### config.mk
export PLATFORM = sky130hd
export DESIGN_NAME = flr_csr_scratch_bank_flat
export DESIGN_NICKNAME = d
export VERILOG_FILES = /design/src/rtl/flr_csr_scratch_bank_if.sv /design/src/rtl/flr_csr_scratch_bank.sv /design/src/flat_wrapper.sv
export SDC_FILE = /design/constraint.sdc
export NUM_CORES = 1
export LEC_CHECK = 0
export ABC_AREA = 1
export CORE_MARGIN = 2
export CORE_UTILIZATION = 25
export CTS_CLUSTER_SIZE = 10
export DETAILED_ROUTE_END_ITERATION = 7
export GPL_TIMING_DRIVEN = 1
export HOLD_SLACK_MARGIN = 0.06
export PLACE_DENSITY = 0.41
export SLEW_MARGIN = 25
export SYNTH_ARGS = -nofsm -noshare
export SYNTH_HDL_FRONTEND = slang
export SYNTH_SLANG_ARGS = --single-unit
### constraint.sdc
create_clock -name clk -period 4.61 [get_ports clk]
set_input_delay 0.922 -clock clk [delete_from_list [all_inputs] [get_ports clk]]
set_output_delay 0.922 -clock clk [all_outputs]
set_load 0.005 [all_outputs]
### src/rtl/flr_csr_scratch_bank_if.sv
// rtl/flr_csr_scratch_bank_if.sv - CSR request/response bus for the FLR scratch bank
interface flr_csr_scratch_bank_if #(
  parameter int ADDR_W = 20,
  parameter int DATA_W = 64
);
  logic                csr_req_valid;
  logic                csr_req_ready;
  logic                csr_req_write;
  logic [ADDR_W-1:0]   csr_req_addr;
  logic [DATA_W-1:0]   csr_req_wdata;
  logic [DATA_W/8-1:0] csr_req_wstrb;
  logic                csr_rsp_valid;
  logic [DATA_W-1:0]   csr_rsp_rdata;

  modport master (
    output csr_req_valid, csr_req_write, csr_req_addr, csr_req_wdata, csr_req_wstrb,
    input  csr_req_ready, csr_rsp_valid, csr_rsp_rdata
  );

  modport slave (
    input  csr_req_valid, csr_req_write, csr_req_addr, csr_req_wdata, csr_req_wstrb,
    output csr_req_ready, csr_rsp_valid, csr_rsp_rdata
  );
endinterface

### src/rtl/flr_csr_scratch_bank.sv
// rtl/flr_csr_scratch_bank.sv - per-link DFH/scratch/test/FLR-count CSR bank with FLR sequencers
module flr_csr_scratch_bank #(
  parameter int                NUM_LINKS        = 1,
  parameter int                ADDR_W           = 20,
  parameter int                DATA_W           = 64,
  parameter logic [ADDR_W-1:0] BASE_ADDR        = 20'h10000,
  parameter logic [ADDR_W-1:0] LINK_STRIDE      = 20'h1000,
  parameter logic [63:0]       DFH_VALUE        = 64'h3000000010000020,
  parameter logic [63:0]       SCRATCH_RST      = 64'h0,
  parameter int                FLR_CLEAR_CYCLES = 4
) (
  input  logic                  clk,
  input  logic                  rst_n,
  flr_csr_scratch_bank_if.slave csr,
  input  logic [NUM_LINKS-1:0]  flr_req,
  output logic [NUM_LINKS-1:0]  flr_ack,
  output logic [NUM_LINKS-1:0]  flr_busy
);
  localparam int                STRB_W     = DATA_W / 8;
  localparam int                CNT_W      = (FLR_CLEAR_CYCLES > 1) ? $clog2(FLR_CLEAR_CYCLES) : 1;
  localparam logic [CNT_W-1:0]  CNT_RELOAD = CNT_W'(FLR_CLEAR_CYCLES - 1);
  localparam logic [DATA_W-1:0] DFH_RD     = DFH_VALUE[DATA_W-1:0];
  localparam logic [DATA_W-1:0] SCR_RST    = SCRATCH_RST[DATA_W-1:0];

  typedef enum logic [1:0] {
    ST_IDLE  = 2'd0,
    ST_CLEAR = 2'd1,
    ST_ACK   = 2'd2
  } flr_state_e;

  flr_state_e        state_q   [NUM_LINKS];
  flr_state_e        state_d   [NUM_LINKS];
  logic [CNT_W-1:0]  cnt_q     [NUM_LINKS];
  logic [CNT_W-1:0]  cnt_d     [NUM_LINKS];
  logic [DATA_W-1:0] scratch_q [NUM_LINKS];
  logic [DATA_W-1:0] scratch_d [NUM_LINKS];
  logic [DATA_W-1:0] testpad_q [NUM_LINKS];
  logic [DATA_W-1:0] testpad_d [NUM_LINKS];
  logic [15:0]       count_q   [NUM_LINKS];
  logic [15:0]       count_d   [NUM_LINKS];
  logic              rsp_valid_q, rsp_valid_d;
  logic [DATA_W-1:0] rdata_q, rdata_d;

  logic                 accept;
  logic                 wr_acc;
  logic                 rd_acc;
  logic [NUM_LINKS-1:0] hit_dfh, hit_scratch, hit_testpad, hit_count;

  // Address low three bits select bytes within a 64-bit register and never affect the match.
  function automatic logic reg_hit(input logic [ADDR_W-1:0] addr, input int link,
                                   input logic [ADDR_W-1:0] off);
    logic [ADDR_W-1:0] target;
    target = BASE_ADDR + ADDR_W'(link) * LINK_STRIDE + off;
    return ((addr ^ target) & ~ADDR_W'(7)) == '0;
  endfunction

  function automatic logic [DATA_W-1:0] merge_bytes(input logic [DATA_W-1:0] old_val,
                                                    input logic [DATA_W-1:0] new_val,
                                                    input logic [STRB_W-1:0] strb);
    logic [DATA_W-1:0] res;
    res = old_val;
    for (int b = 0; b < STRB_W; b++) begin
      if (strb[b]) res[8*b +: 8] = new_val[8*b +: 8];
    end
    return res;
  endfunction

  assign csr.csr_req_ready = rst_n;
  assign accept            = csr.csr_req_valid & csr.csr_req_ready;
  assign wr_acc            = accept & csr.csr_req_write;
  assign rd_acc            = accept & ~csr.csr_req_write;
  assign csr.csr_rsp_valid = rsp_valid_q;
  assign csr.csr_rsp_rdata = rdata_q;

  // Decode the request address against every link's register set.
  always_comb begin
    hit_dfh     = '0;
    hit_scratch = '0;
    hit_testpad = '0;
    hit_count   = '0;
    for (int l = 0; l < NUM_LINKS; l++) begin
      hit_dfh[l]     = reg_hit(csr.csr_req_addr, l, ADDR_W'(8'h00));
      hit_scratch[l] = reg_hit(csr.csr_req_addr, l, ADDR_W'(8'h08));
      hit_testpad[l] = reg_hit(csr.csr_req_addr, l, ADDR_W'(8'h28));
      hit_count[l]   = reg_hit(csr.csr_req_addr, l, ADDR_W'(8'h30));
    end
  end

  // FLR sequencer state register, one per link.
  always_ff @(posedge clk or negedge rst_n) begin
    if (!rst_n) begin
      for (int l = 0; l < NUM_LINKS; l++) begin
        state_q[l] <= ST_IDLE;
        cnt_q[l]   <= '0;
      end
    end else begin
      for (int l = 0; l < NUM_LINKS; l++) begin
        state_q[l] <= state_d[l];
        cnt_q[l]   <= cnt_d[l];
      end
    end
  end

  // FLR next state: a request in CLEAR restarts the countdown, a request in ACK is ignored.
  always_comb begin
    for (int l = 0; l < NUM_LINKS; l++) begin
      state_d[l] = state_q[l];
      cnt_d[l]   = cnt_q[l];
      case (state_q[l])
        ST_IDLE: begin
          if (flr_req[l]) begin
            state_d[l] = ST_CLEAR;
            cnt_d[l]   = CNT_RELOAD;
          end
        end
        ST_CLEAR: begin
          if (flr_req[l]) begin
            cnt_d[l] = CNT_RELOAD;
          end else if (cnt_q[l] == '0) begin
            state_d[l] = ST_ACK;
          end else begin
            cnt_d[l] = cnt_q[l] - CNT_W'(1);
          end
        end
        ST_ACK:  state_d[l] = ST_IDLE;
        default: state_d[l] = ST_IDLE;
      endcase
    end
  end

  // FLR status outputs decoded from the current state.
  always_comb begin
    flr_busy = '0;
    flr_ack  = '0;
    for (int l = 0; l < NUM_LINKS; l++) begin
      flr_busy[l] = (state_q[l] == ST_CLEAR);
      flr_ack[l]  = (state_q[l] == ST_ACK);
    end
  end

  // Register file update: FLR entry clears, otherwise byte-masked writes land only while idle.
  always_comb begin
    for (int l = 0; l < NUM_LINKS; l++) begin
      scratch_d[l] = scratch_q[l];
      testpad_d[l] = testpad_q[l];
      count_d[l]   = count_q[l];
      if (state_q[l] == ST_IDLE && flr_req[l]) begin
        scratch_d[l] = SCR_RST;
        testpad_d[l] = '0;
      end else if (state_q[l] == ST_IDLE && wr_acc) begin
        if (hit_scratch[l]) scratch_d[l] = merge_bytes(scratch_q[l], csr.csr_req_wdata, csr.csr_req_wstrb);
        if (hit_testpad[l]) testpad_d[l] = merge_bytes(testpad_q[l], csr.csr_req_wdata, csr.csr_req_wstrb);
      end
      if (state_q[l] == ST_CLEAR && state_d[l] == ST_ACK && count_q[l] != 16'hFFFF) begin
        count_d[l] = count_q[l] + 16'd1;
      end
    end
  end

  // Read mux; anything that decodes to no register reads as zero.
  always_comb begin
    rdata_d     = '0;
    rsp_valid_d = rd_acc;
    if (rd_acc) begin
      for (int l = 0; l < NUM_LINKS; l++) begin
        if (hit_dfh[l])     rdata_d = DFH_RD;
        if (hit_scratch[l]) rdata_d = scratch_q[l];
        if (hit_testpad[l]) rdata_d = testpad_q[l];
        if (hit_count[l])   rdata_d = {{(DATA_W-16){1'b0}}, count_q[l]};
      end
    end
  end

  // Register file and read response storage.
  always_ff @(posedge clk or negedge rst_n) begin
    if (!rst_n) begin
      for (int l = 0; l < NUM_LINKS; l++) begin
        scratch_q[l] <= SCR_RST;
        testpad_q[l] <= '0;
        count_q[l]   <= '0;
      end
      rsp_valid_q <= 1'b0;
      rdata_q     <= '0;
    end else begin
      for (int l = 0; l < NUM_LINKS; l++) begin
        scratch_q[l] <= scratch_d[l];
        testpad_q[l] <= testpad_d[l];
        count_q[l]   <= count_d[l];
      end
      rsp_valid_q <= rsp_valid_d;
      rdata_q     <= rdata_d;
    end
  end
endmodule

### src/flat_wrapper.sv
// flat-port wrapper written by rule: the top's interface ports become plain ports
module flr_csr_scratch_bank_flat 
#(
  parameter int                NUM_LINKS        = 1,
  parameter int                ADDR_W           = 20,
  parameter int                DATA_W           = 64,
  parameter logic [ADDR_W-1:0] BASE_ADDR        = 20'h10000,
  parameter logic [ADDR_W-1:0] LINK_STRIDE      = 20'h1000,
  parameter logic [63:0]       DFH_VALUE        = 64'h3000000010000020,
  parameter logic [63:0]       SCRATCH_RST      = 64'h0,
  parameter int                FLR_CLEAR_CYCLES = 4
)
  (clk, rst_n, flr_req, flr_ack, flr_busy, csr_csr_req_valid, csr_csr_req_write, csr_csr_req_addr, csr_csr_req_wdata, csr_csr_req_wstrb, csr_csr_req_ready, csr_csr_rsp_valid, csr_csr_rsp_rdata);
  flr_csr_scratch_bank_if #(.ADDR_W(ADDR_W), .DATA_W(DATA_W)) csr_i ();
  input  logic clk;
  input  logic rst_n;
  input  logic [NUM_LINKS-1:0] flr_req;
  output logic [NUM_LINKS-1:0] flr_ack;
  output logic [NUM_LINKS-1:0] flr_busy;
  input wire logic [$bits(csr_i.csr_req_valid)-1:0] csr_csr_req_valid;
  input wire logic [$bits(csr_i.csr_req_write)-1:0] csr_csr_req_write;
  input wire logic [$bits(csr_i.csr_req_addr)-1:0] csr_csr_req_addr;
  input wire logic [$bits(csr_i.csr_req_wdata)-1:0] csr_csr_req_wdata;
  input wire logic [$bits(csr_i.csr_req_wstrb)-1:0] csr_csr_req_wstrb;
  output wire logic [$bits(csr_i.csr_req_ready)-1:0] csr_csr_req_ready;
  output wire logic [$bits(csr_i.csr_rsp_valid)-1:0] csr_csr_rsp_valid;
  output wire logic [$bits(csr_i.csr_rsp_rdata)-1:0] csr_csr_rsp_rdata;
  assign csr_i.csr_req_valid = csr_csr_req_valid;
  assign csr_i.csr_req_write = csr_csr_req_write;
  assign csr_i.csr_req_addr = csr_csr_req_addr;
  assign csr_i.csr_req_wdata = csr_csr_req_wdata;
  assign csr_i.csr_req_wstrb = csr_csr_req_wstrb;
  assign csr_csr_req_ready = csr_i.csr_req_ready;
  assign csr_csr_rsp_valid = csr_i.csr_rsp_valid;
  assign csr_csr_rsp_rdata = csr_i.csr_rsp_rdata;
  flr_csr_scratch_bank #(.NUM_LINKS(NUM_LINKS), .ADDR_W(ADDR_W), .DATA_W(DATA_W), .BASE_ADDR(BASE_ADDR), .LINK_STRIDE(LINK_STRIDE), .DFH_VALUE(DFH_VALUE), .SCRATCH_RST(SCRATCH_RST), .FLR_CLEAR_CYCLES(FLR_CLEAR_CYCLES)) u_core (.clk(clk), .rst_n(rst_n), .csr(csr_i), .flr_req(flr_req), .flr_ack(flr_ack), .flr_busy(flr_busy));
endmodule
==> run summary, run 1 <==
CTS Hold Buffers Added -> 0
Yosys Warn Count -> 0
Leading cell types by total area after synthesis -> sky130_fd_sc_hd__dfrtp_1 50%, sky130_fd_sc_hd__nand2_1 15%, sky130_fd_sc_hd__nand4_1 9.5%, sky130_fd_sc_hd__nor2_1 6.7%, sky130_fd_sc_hd__inv_1 5.6%
Number of placement rows -> 75
Sort of element at the end of the critical path -> register
Power per unit of standard cell area -> 430 nW/um^2
Area of the die -> 44300 um^2
Sum Neg Setup Slack -> 0 ps
DRC errors left -> 0
Synthesized flop and latch total -> 213
Layout cells sized above 1 -> 0.0659
Vias per cell -> 4.58
Area share of the largest cell type after synthesis -> 0.500
Global-route wire length before repair -> 56200 um
Worst IR drop on VDD -> 271 uV
Ys flop type -> sky130_fd_sc_hd__dfrtp_1
Net count of the mapped netlist -> 1509
Clock tree root driver cell -> sky130_fd_sc_hd__clkbuf_16
Starting Density -> 0.254
Pin count of the biggest net entering global routing -> 74
Avg Synthesized Cell Area -> 7.56 um^2
Minimum clock period after layout -> 3280 ps
Final Instance Count excl. Fillers -> 2103
HPWL after detailed placement -> 23100 um
Placed Cells incl. Taps -> 2053
Clock slew at the register clock pins of the worst setup and hold paths -> 60 ps
Detail-routed net length per standard cell -> 16.8 um
Number of global-route vias before repair -> 9779
Global-route total usage across every layer -> 0.161
Maximum operating frequency -> 305 MHz
Resize count post-CTS -> 0
CP most frequent cell -> sky130_fd_sc_hd__nand2_1
Worst min-delay path class -> input port to asynchronous set/reset pin
Chip width -> 210 um
Setup fix buffers added after clock tree synthesis -> 0
Antenna violations before repair -> 3
Final hold slack -> 178 ps
Detailed-router iteration count before antenna repair -> 5
Share of synthesized area occupied by flip-flops and latches -> 0.500
Most common cell in the synthesized netlist -> sky130_fd_sc_hd__nand2_1
Startpoint class of the critical path -> input port
Ordered list of cells on the worst path -> clkdlybuf4s50_1 > nor2_1 > nand2_1 > nor2_4 > nand3_2 > nand2_4 > buf_4 > nand3_1 > nand2_1 > nand2_1
Share of flip-flops with an asynchronous set or reset -> 1.00
Gate count of the mapped netlist -> 1410
Worst slew margin -> 0.337
Setup repair after global routing missed its margin -> no
Number of vias in the routed layout -> 9624
Cell types with the highest counts after synthesis -> 430 x sky130_fd_sc_hd__nand2_1, 213 x sky130_fd_sc_hd__dfrtp_1, 191 x sky130_fd_sc_hd__nor2_1
Cell leakage power -> 7.47 nW
Area of the core -> 42000 um^2
Kind of critical path -> input port to register
Transition time at the pin with the least slew margin -> 993 ps
Largest clock skew in the final design -> 10.7 ps
Routability cong. -> 0.786
Hold Fails Final Rpt -> 0
Filler Cell Count -> 4589
Delay contributed by the slowest stage of the critical path -> 470 ps
Number of clock sinks -> 213
Area overhead of the layout relative to synthesis -> 29.0%
Critical Path AT -> 3720 ps
Final Max Slew Viols -> 0
Number of distinct standard cells referenced by the synthesized netlist -> 29
Sum of routed wire length over all layers -> 35400 um
Worst slack at placement -> 812 ps
EDFF count, synth -> 0
Endpoint required time on the critical path -> 5050 ps
Number of buffers on the longest clock path -> 3
Setup violations, final -> 0
Detailed router's first-iteration violation count -> 618
Setup WS post-layout -> 1330 ps
Post-Syn Area -> 10700 um^2
Detail Route Antenna Nets -> 0
Portion of the clock cycle consumed by the worst path in the final layout -> 0.711
Outcome -> completed
Cell type with the highest aggregate area in the netlist -> sky130_fd_sc_hd__dfrtp_1
H-tree depth reported by CTS -> 1
Die Y-Extent -> 210 um
NumNets Final -> 1643
Max-capacitance violation count -> 0
Insertion delay of the later-clocked pin in the worst-skew pair -> 550 ps
Total gr overflow -> 0
CTS tree -> yes
Inserted Clock Buffers -> 28
Input/output buffers -> 161
Number of I/O pins -> 165
Largest fanout of any net on the critical path -> 34
Worst-path cell with the longest stage delay -> sky130_fd_sc_hd__nor2_4
[layout by cell type, fill, tap and decap left out, types with 2 or more instances in the layout]
| cell type | count |
|---|---|
| sky130_fd_sc_hd__buf_4 | 29 |
| sky130_fd_sc_hd__inv_2 | 2 |
| sky130_fd_sc_hd__or2_2 | 11 |
| sky130_fd_sc_hd__nand2_1 | 429 |
| sky130_fd_sc_hd__nor3_1 | 7 |
| sky130_fd_sc_hd__dfrtp_1 | 213 |
| sky130_fd_sc_hd__a21oi_1 | 2 |
| sky130_fd_sc_hd__xnor2_1 | 4 |
| sky130_fd_sc_hd__o21ai_1 | 8 |
| sky130_fd_sc_hd__bufinv_16 | 2 |
| sky130_fd_sc_hd__nand3_1 | 102 |
| sky130_fd_sc_hd__o21ai_0 | 6 |
| sky130_fd_sc_hd__buf_6 | 2 |
| sky130_fd_sc_hd__ha_1 | 2 |
| sky130_fd_sc_hd__nand3_2 | 3 |
| sky130_fd_sc_hd__diode_2 | 2 |
| sky130_fd_sc_hd__nor2_1 | 189 |
| sky130_fd_sc_hd__clkbuf_16 | 29 |
| sky130_fd_sc_hd__clkinv_2 | 2 |
| sky130_fd_sc_hd__inv_1 | 158 |
| sky130_fd_sc_hd__buf_12 | 2 |
| sky130_fd_sc_hd__clkdlybuf4s50_1 | 159 |
| sky130_fd_sc_hd__nor2_2 | 2 |
| sky130_fd_sc_hd__nand2_2 | 2 |
| sky130_fd_sc_hd__clkbuf_1 | 7 |
| sky130_fd_sc_hd__nor2_4 | 4 |
| sky130_fd_sc_hd__nand4_1 | 162 |
| sky130_fd_sc_hd__clkbuf_8 | 8 |
| sky130_fd_sc_hd__xor2_1 | 8 |
[final timing paths]
check                                                 start                               endpoint  slack (ps)  cells past startpoint
hold / removal                                        rst_n  u_core.csr.csr_rsp_rdata[1]$_DFF_PN0_         180                      1
setup reg to reg              u_core.count_q[0]$_DFFE_PN0P_          u_core.count_q[5]$_DFFE_PN0P_        1860                      8
hold reg to reg            u_core.scratch_q[60]$_DFFE_PN0P_       u_core.scratch_q[60]$_DFFE_PN0P_         460                      2
max in group asynchronous                             rst_n       u_core.testpad_q[34]$_DFFE_PN0P_        2880                      3
min in group clk           u_core.scratch_q[60]$_DFFE_PN0P_       u_core.scratch_q[60]$_DFFE_PN0P_         460                      2
setup / recovery                        csr_csr_req_addr[7]       u_core.testpad_q[19]$_DFFE_PN0P_        1330                     10
[worst max-delay path: cells and delay by family]
kind | cells | cell delay, ps
simple gates | 8 | 2120
buf+inv | 2 | 660
[registers in the layout, summed over array words and instances (netlist names)]
register	count
u_core.csr.csr_rsp_rdata	64
u_core.state_q	2
u_core.scratch_q	64
u_core.csr.csr_rsp_valid	1
u_core.count_q	16
u_core.testpad_q	64
u_core.cnt_q	2
[stage by stage]
step	util	power (mW)	instance area [um^2]
2_1_floorplan	-	3.31	10700
3_3_place_gp	0.305	3.72	12800
3_5_place_dp	0.305	3.74	12800
4_1_cts	0.327	5.99	13700
5_1_grt	0.327	6.29	13700
6_report	0.327	5.91	13800
[cell type report]
class | instances | area, um^2 | share of cell area
well taps | 539 | 674 | 0.0490
clock inverters | 4 | 70.1 | 0.00510
repair buffers | 194 | 1890 | 0.138
flip-flops and latches | 213 | 5330 | 0.388
clock buffers | 44 | 862 | 0.0627
inverters | 160 | 601 | 0.0437
multi-input cells | 947 | 4320 | 0.314
diodes | 2 | 5.00 | 0.000364
[cells by family after synthesis]
group / share of synthesized area
XOR/XNOR: 0.00986
buffers and inverters: 0.0985
AND/OR/NAND/NOR: 0.380
flip-flops: 0.500
AO/OA/AOI/OAI: 0.00916
adder cells (fa/ha/maj): 0.00235
[power breakdown]
| group | internal (mW) | switching, mW | leakage (nW) | total, mW |
|---|---|---|---|---|
| Combinational | 0.392 | 0.707 | 4.17 | 1.10 |
| Sequential | 2.33 | 0.272 | 2.85 | 2.60 |
| Clock | 1.38 | 0.834 | 0.459 | 2.21 |
| Total | 4.10 | 1.81 | 7.47 | 5.91 |
[layer usage]
metal  track usage  vias up  part of all wire
met5             0        -           0.00045
met2         0.251      224              0.44
met3        0.0319       36             0.055
met1         0.232     4591              0.49
li1              -     4771                 -
met4        0.0325        2             0.017
Power figures use the tool's default switching activity.
==> inputs of run 2 (changes only) <==
Settings changed: PLACE_DENSITY 0.41 to 0.43.
Clock period 4.61 ns to 2.7 ns, I/O delays scaled along.
==> run summary, run 2 (synthesis results as in run 1) <==
Pin count of the biggest net entering global routing -> 133 (was 74)
Sort of element at the end of the critical path -> output pin (was register)
Startpoint class of the critical path -> input port (unchanged)
Total chip power -> 9.69 mW (was 5.91 mW)
Design area -> 13900 um^2 (was 13800 um^2)
Cell type group with the largest total delay on the critical path -> buffers and inverters (was simple AND/OR/NAND/NOR gates)
Final Max Slew Viols -> 0 (unchanged)
Outcome -> completed (unchanged)
Global-route total usage across every layer -> 0.155 (was 0.161)
Most frequent cells in the layout -> 429 x sky130_fd_sc_hd__nand2_1, 213 x sky130_fd_sc_hd__dfrtp_1, 189 x sky130_fd_sc_hd__nor2_1, 162 x sky130_fd_sc_hd__nand4_1, 159 x sky130_fd_sc_hd__clkdlybuf4s50_1 (unchanged)
Kind of critical path -> input port to output pin (was input port to register)
Sum of routed wire length over all layers -> 34200 um (was 35400 um)
Placed Cells incl. Taps -> 2077 (was 2053)
Detail-routed net length per standard cell -> 16.1 um (was 16.8 um)
Portion of the clock cycle consumed by the worst path in the final layout -> 0.900
Area overhead of the layout relative to synthesis -> 30.1% (was 29.0%)
Number of placement rows -> 75 (unchanged)
Ordered list of cells on the worst path -> dlygate4sd3_1 > buf_8 > clkdlybuf4s50_1 (was clkdlybuf4s50_1 > nor2_1 > nand2_1 > nor2_4 > nand3_2 > nand2_4 > buf_4 > nand3_1 > nand2_1 > nand2_1)
Detailed router's first-iteration violation count -> 617 (was 618)
Final Instance Count excl. Fillers -> 2122 (was 2103)
Layout cells sized above 1 -> 0.0771 (was 0.0659)
Number of global-route vias before repair -> 9677 (was 9779)
Die Y-Extent -> 210 um (unchanged)
Power per unit of standard cell area -> 699 nW/um^2 (was 430 nW/um^2)
Antenna violations before repair -> 3 (unchanged)
Minimum clock period after layout -> 2430 ps
HPWL after detailed placement -> 23200 um (was 23100 um)
Detailed-router iteration count before antenna repair -> 6 (was 5)
Hold Fails Final Rpt -> 0 (unchanged)
Number of I/O pins -> 165 (unchanged)
Clock slew at the register clock pins of the worst setup and hold paths -> 50 ps (was 60 ps)
Maximum operating frequency -> 412 MHz
Max-capacitance violation count -> 0 (unchanged)
Largest clock skew in the final design -> 10.6 ps (was 10.7 ps)
Number of buffers on the longest clock path -> 3 (unchanged)
NumNets Final -> 1667 (was 1643)
Clock tree root driver cell -> sky130_fd_sc_hd__clkbuf_16 (unchanged)
Final core area utilization -> 0.330 (was 0.327)
Number of clock sinks -> 213 (unchanged)
Starting Density -> 0.254 (unchanged)
Worst slew margin -> 0.492 (was 0.337)
Insertion delay of the later-clocked pin in the worst-skew pair -> 550 ps (about the same)
Worst min-delay path class -> input port to asynchronous set/reset pin (unchanged)
Number of buffer and inverter instances along the worst setup path -> 3 (was 2)
Delay contributed by the slowest stage of the critical path -> 590 ps (was 470 ps)
DRC errors left -> 0 (unchanged)
CTS tree -> yes (unchanged)
Routability cong. -> 0.829 (was 0.786)
Vias per cell -> 4.56 (was 4.58)
Instance area at placement -> 13100 um^2 (was 12800 um^2)
Inserted Clock Buffers -> 27 (was 28)
Setup violations, final -> 0 (unchanged)
Global-route wire length before repair -> 54300 um (was 56200 um)
Largest fanout of any net on the critical path -> 12 (was 34)
Input/output buffers -> 161 (unchanged)
Worst IR drop on VDD -> 466 uV (was 271 uV)
Critical Path AT -> 1890 ps (was 3720 ps)
Transition time at the pin with the least slew margin -> 762 ps (was 993 ps)
Area of the core -> 42000 um^2 (unchanged)
Worst-path cell with the longest stage delay -> sky130_fd_sc_hd__clkdlybuf4s50_1 (was sky130_fd_sc_hd__nor2_4)
Sum Neg Setup Slack -> 0 ps (unchanged)
Setup repair after global routing missed its margin -> no (unchanged)
Area of the die -> 44300 um^2 (unchanged)
Endpoint required time on the critical path -> 2160 ps (was 5050 ps)
Chip width -> 210 um (unchanged)
Filler Cell Count -> 4502 (was 4589)
Commonest non-fill, non-tap cell in the layout -> sky130_fd_sc_hd__nand2_1 (unchanged)
Detail Route Antenna Nets -> 0 (unchanged)
Cell leakage power -> 7.54 nW (was 7.47 nW)
Number of vias in the routed layout -> 9680 (was 9624)
Total gr overflow -> 0 (unchanged)
H-tree depth reported by CTS -> 1 (unchanged)
==> run 2: changes by cell type in the layout (fill, tap and decap cells not counted), moves of 2 or more <==
cell	delta
sky130_fd_sc_hd__buf_4	+20
sky130_fd_sc_hd__buf_12	+6
sky130_fd_sc_hd__clkbuf_16	-2
sky130_fd_sc_hd__bufinv_16	-2
sky130_fd_sc_hd__clkbuf_8	-4
sky130_fd_sc_hd__clkinv_2	+2
sky130_fd_sc_hd__buf_6	-2
==> run 2: cell type report <==
class	count	area, um^2	area share
flip-flops and latches	213	5330	0.385
multi-input cells	947	4320	0.312
repair buffers	219	2150	0.155
clock buffers	38	757	0.0546
well taps	539	674	0.0487
inverters	160	601	0.0433
clock inverters	5	28.8	0.00208
diodes	1	2.50	0.000181
==> run 2: repair_timing <==
item                                   CTS  global route
resized for setup                        0             0
hold buffers                             1             0
setup buffers                            0             0
endpoints found under the hold margin    7             0
==> run 2: worst register-to-register path: cells and delay by family, from the launching register on <==
| family | cells | cell delay (ps) |
|---|---|---|
| buffers and inverters | 2 | 200 |
| flip-flops | 1 | 390 |
| AND/OR/NAND/NOR | 6 | 1450 |
==> run 2: path summary, 6_finish.rpt <==
| path | start | end | slack (ps) | cells after the start |
|---|---|---|---|---|
| hold reg to reg | u_core.scratch_q[21]$_DFFE_PN0P_ | u_core.scratch_q[21]$_DFFE_PN0P_ | 470 | 2 |
| hold / removal | rst_n | u_core.state_q[0]$_DFF_PN0_ | 400 | 2 |
| setup reg to reg | u_core.state_q[1]$_DFF_PN0_ | u_core.testpad_q[53]$_DFFE_PN0P_ | 540 | 8 |
| min in group clk | u_core.scratch_q[21]$_DFFE_PN0P_ | u_core.scratch_q[21]$_DFFE_PN0P_ | 470 | 2 |
| max in group asynchronous | rst_n | u_core.count_q[12]$_DFFE_PN0P_ | 1010 | 4 |
| setup / recovery | rst_n | csr_csr_req_ready | 270 | 3 |
==> run 2: per-layer routing <==
metal	track usage	up-vias	share of wire
li1	-	4810	-
met3	0.0325	41	0.057
met4	0.0308	2	0.018
met1	0.218	4609	0.48
met5	0	-	0.00041
met2	0.247	218	0.45
==> run 2: where the power goes <==
| part | leakage [nW] | total (mW) | internal (mW) | switching [mW] |
|---|---|---|---|---|
| Sequential | 2.85 | 4.45 | 3.98 | 0.472 |
| Clock | 0.390 | 3.31 | 1.92 | 1.38 |
| Combinational | 4.31 | 1.93 | 0.731 | 1.20 |
| Total | 7.54 | 9.69 | 6.63 | 3.06 |
==> run 2: metrics by stage <==
stage	hold slack [ps]	setup WS [ps]
2_1_floorplan	244	915
3_3_place_gp	368	-50.2
3_5_place_dp	371	-33.1
4_1_cts	371	257
5_1_grt	381	237
6_report	401	270
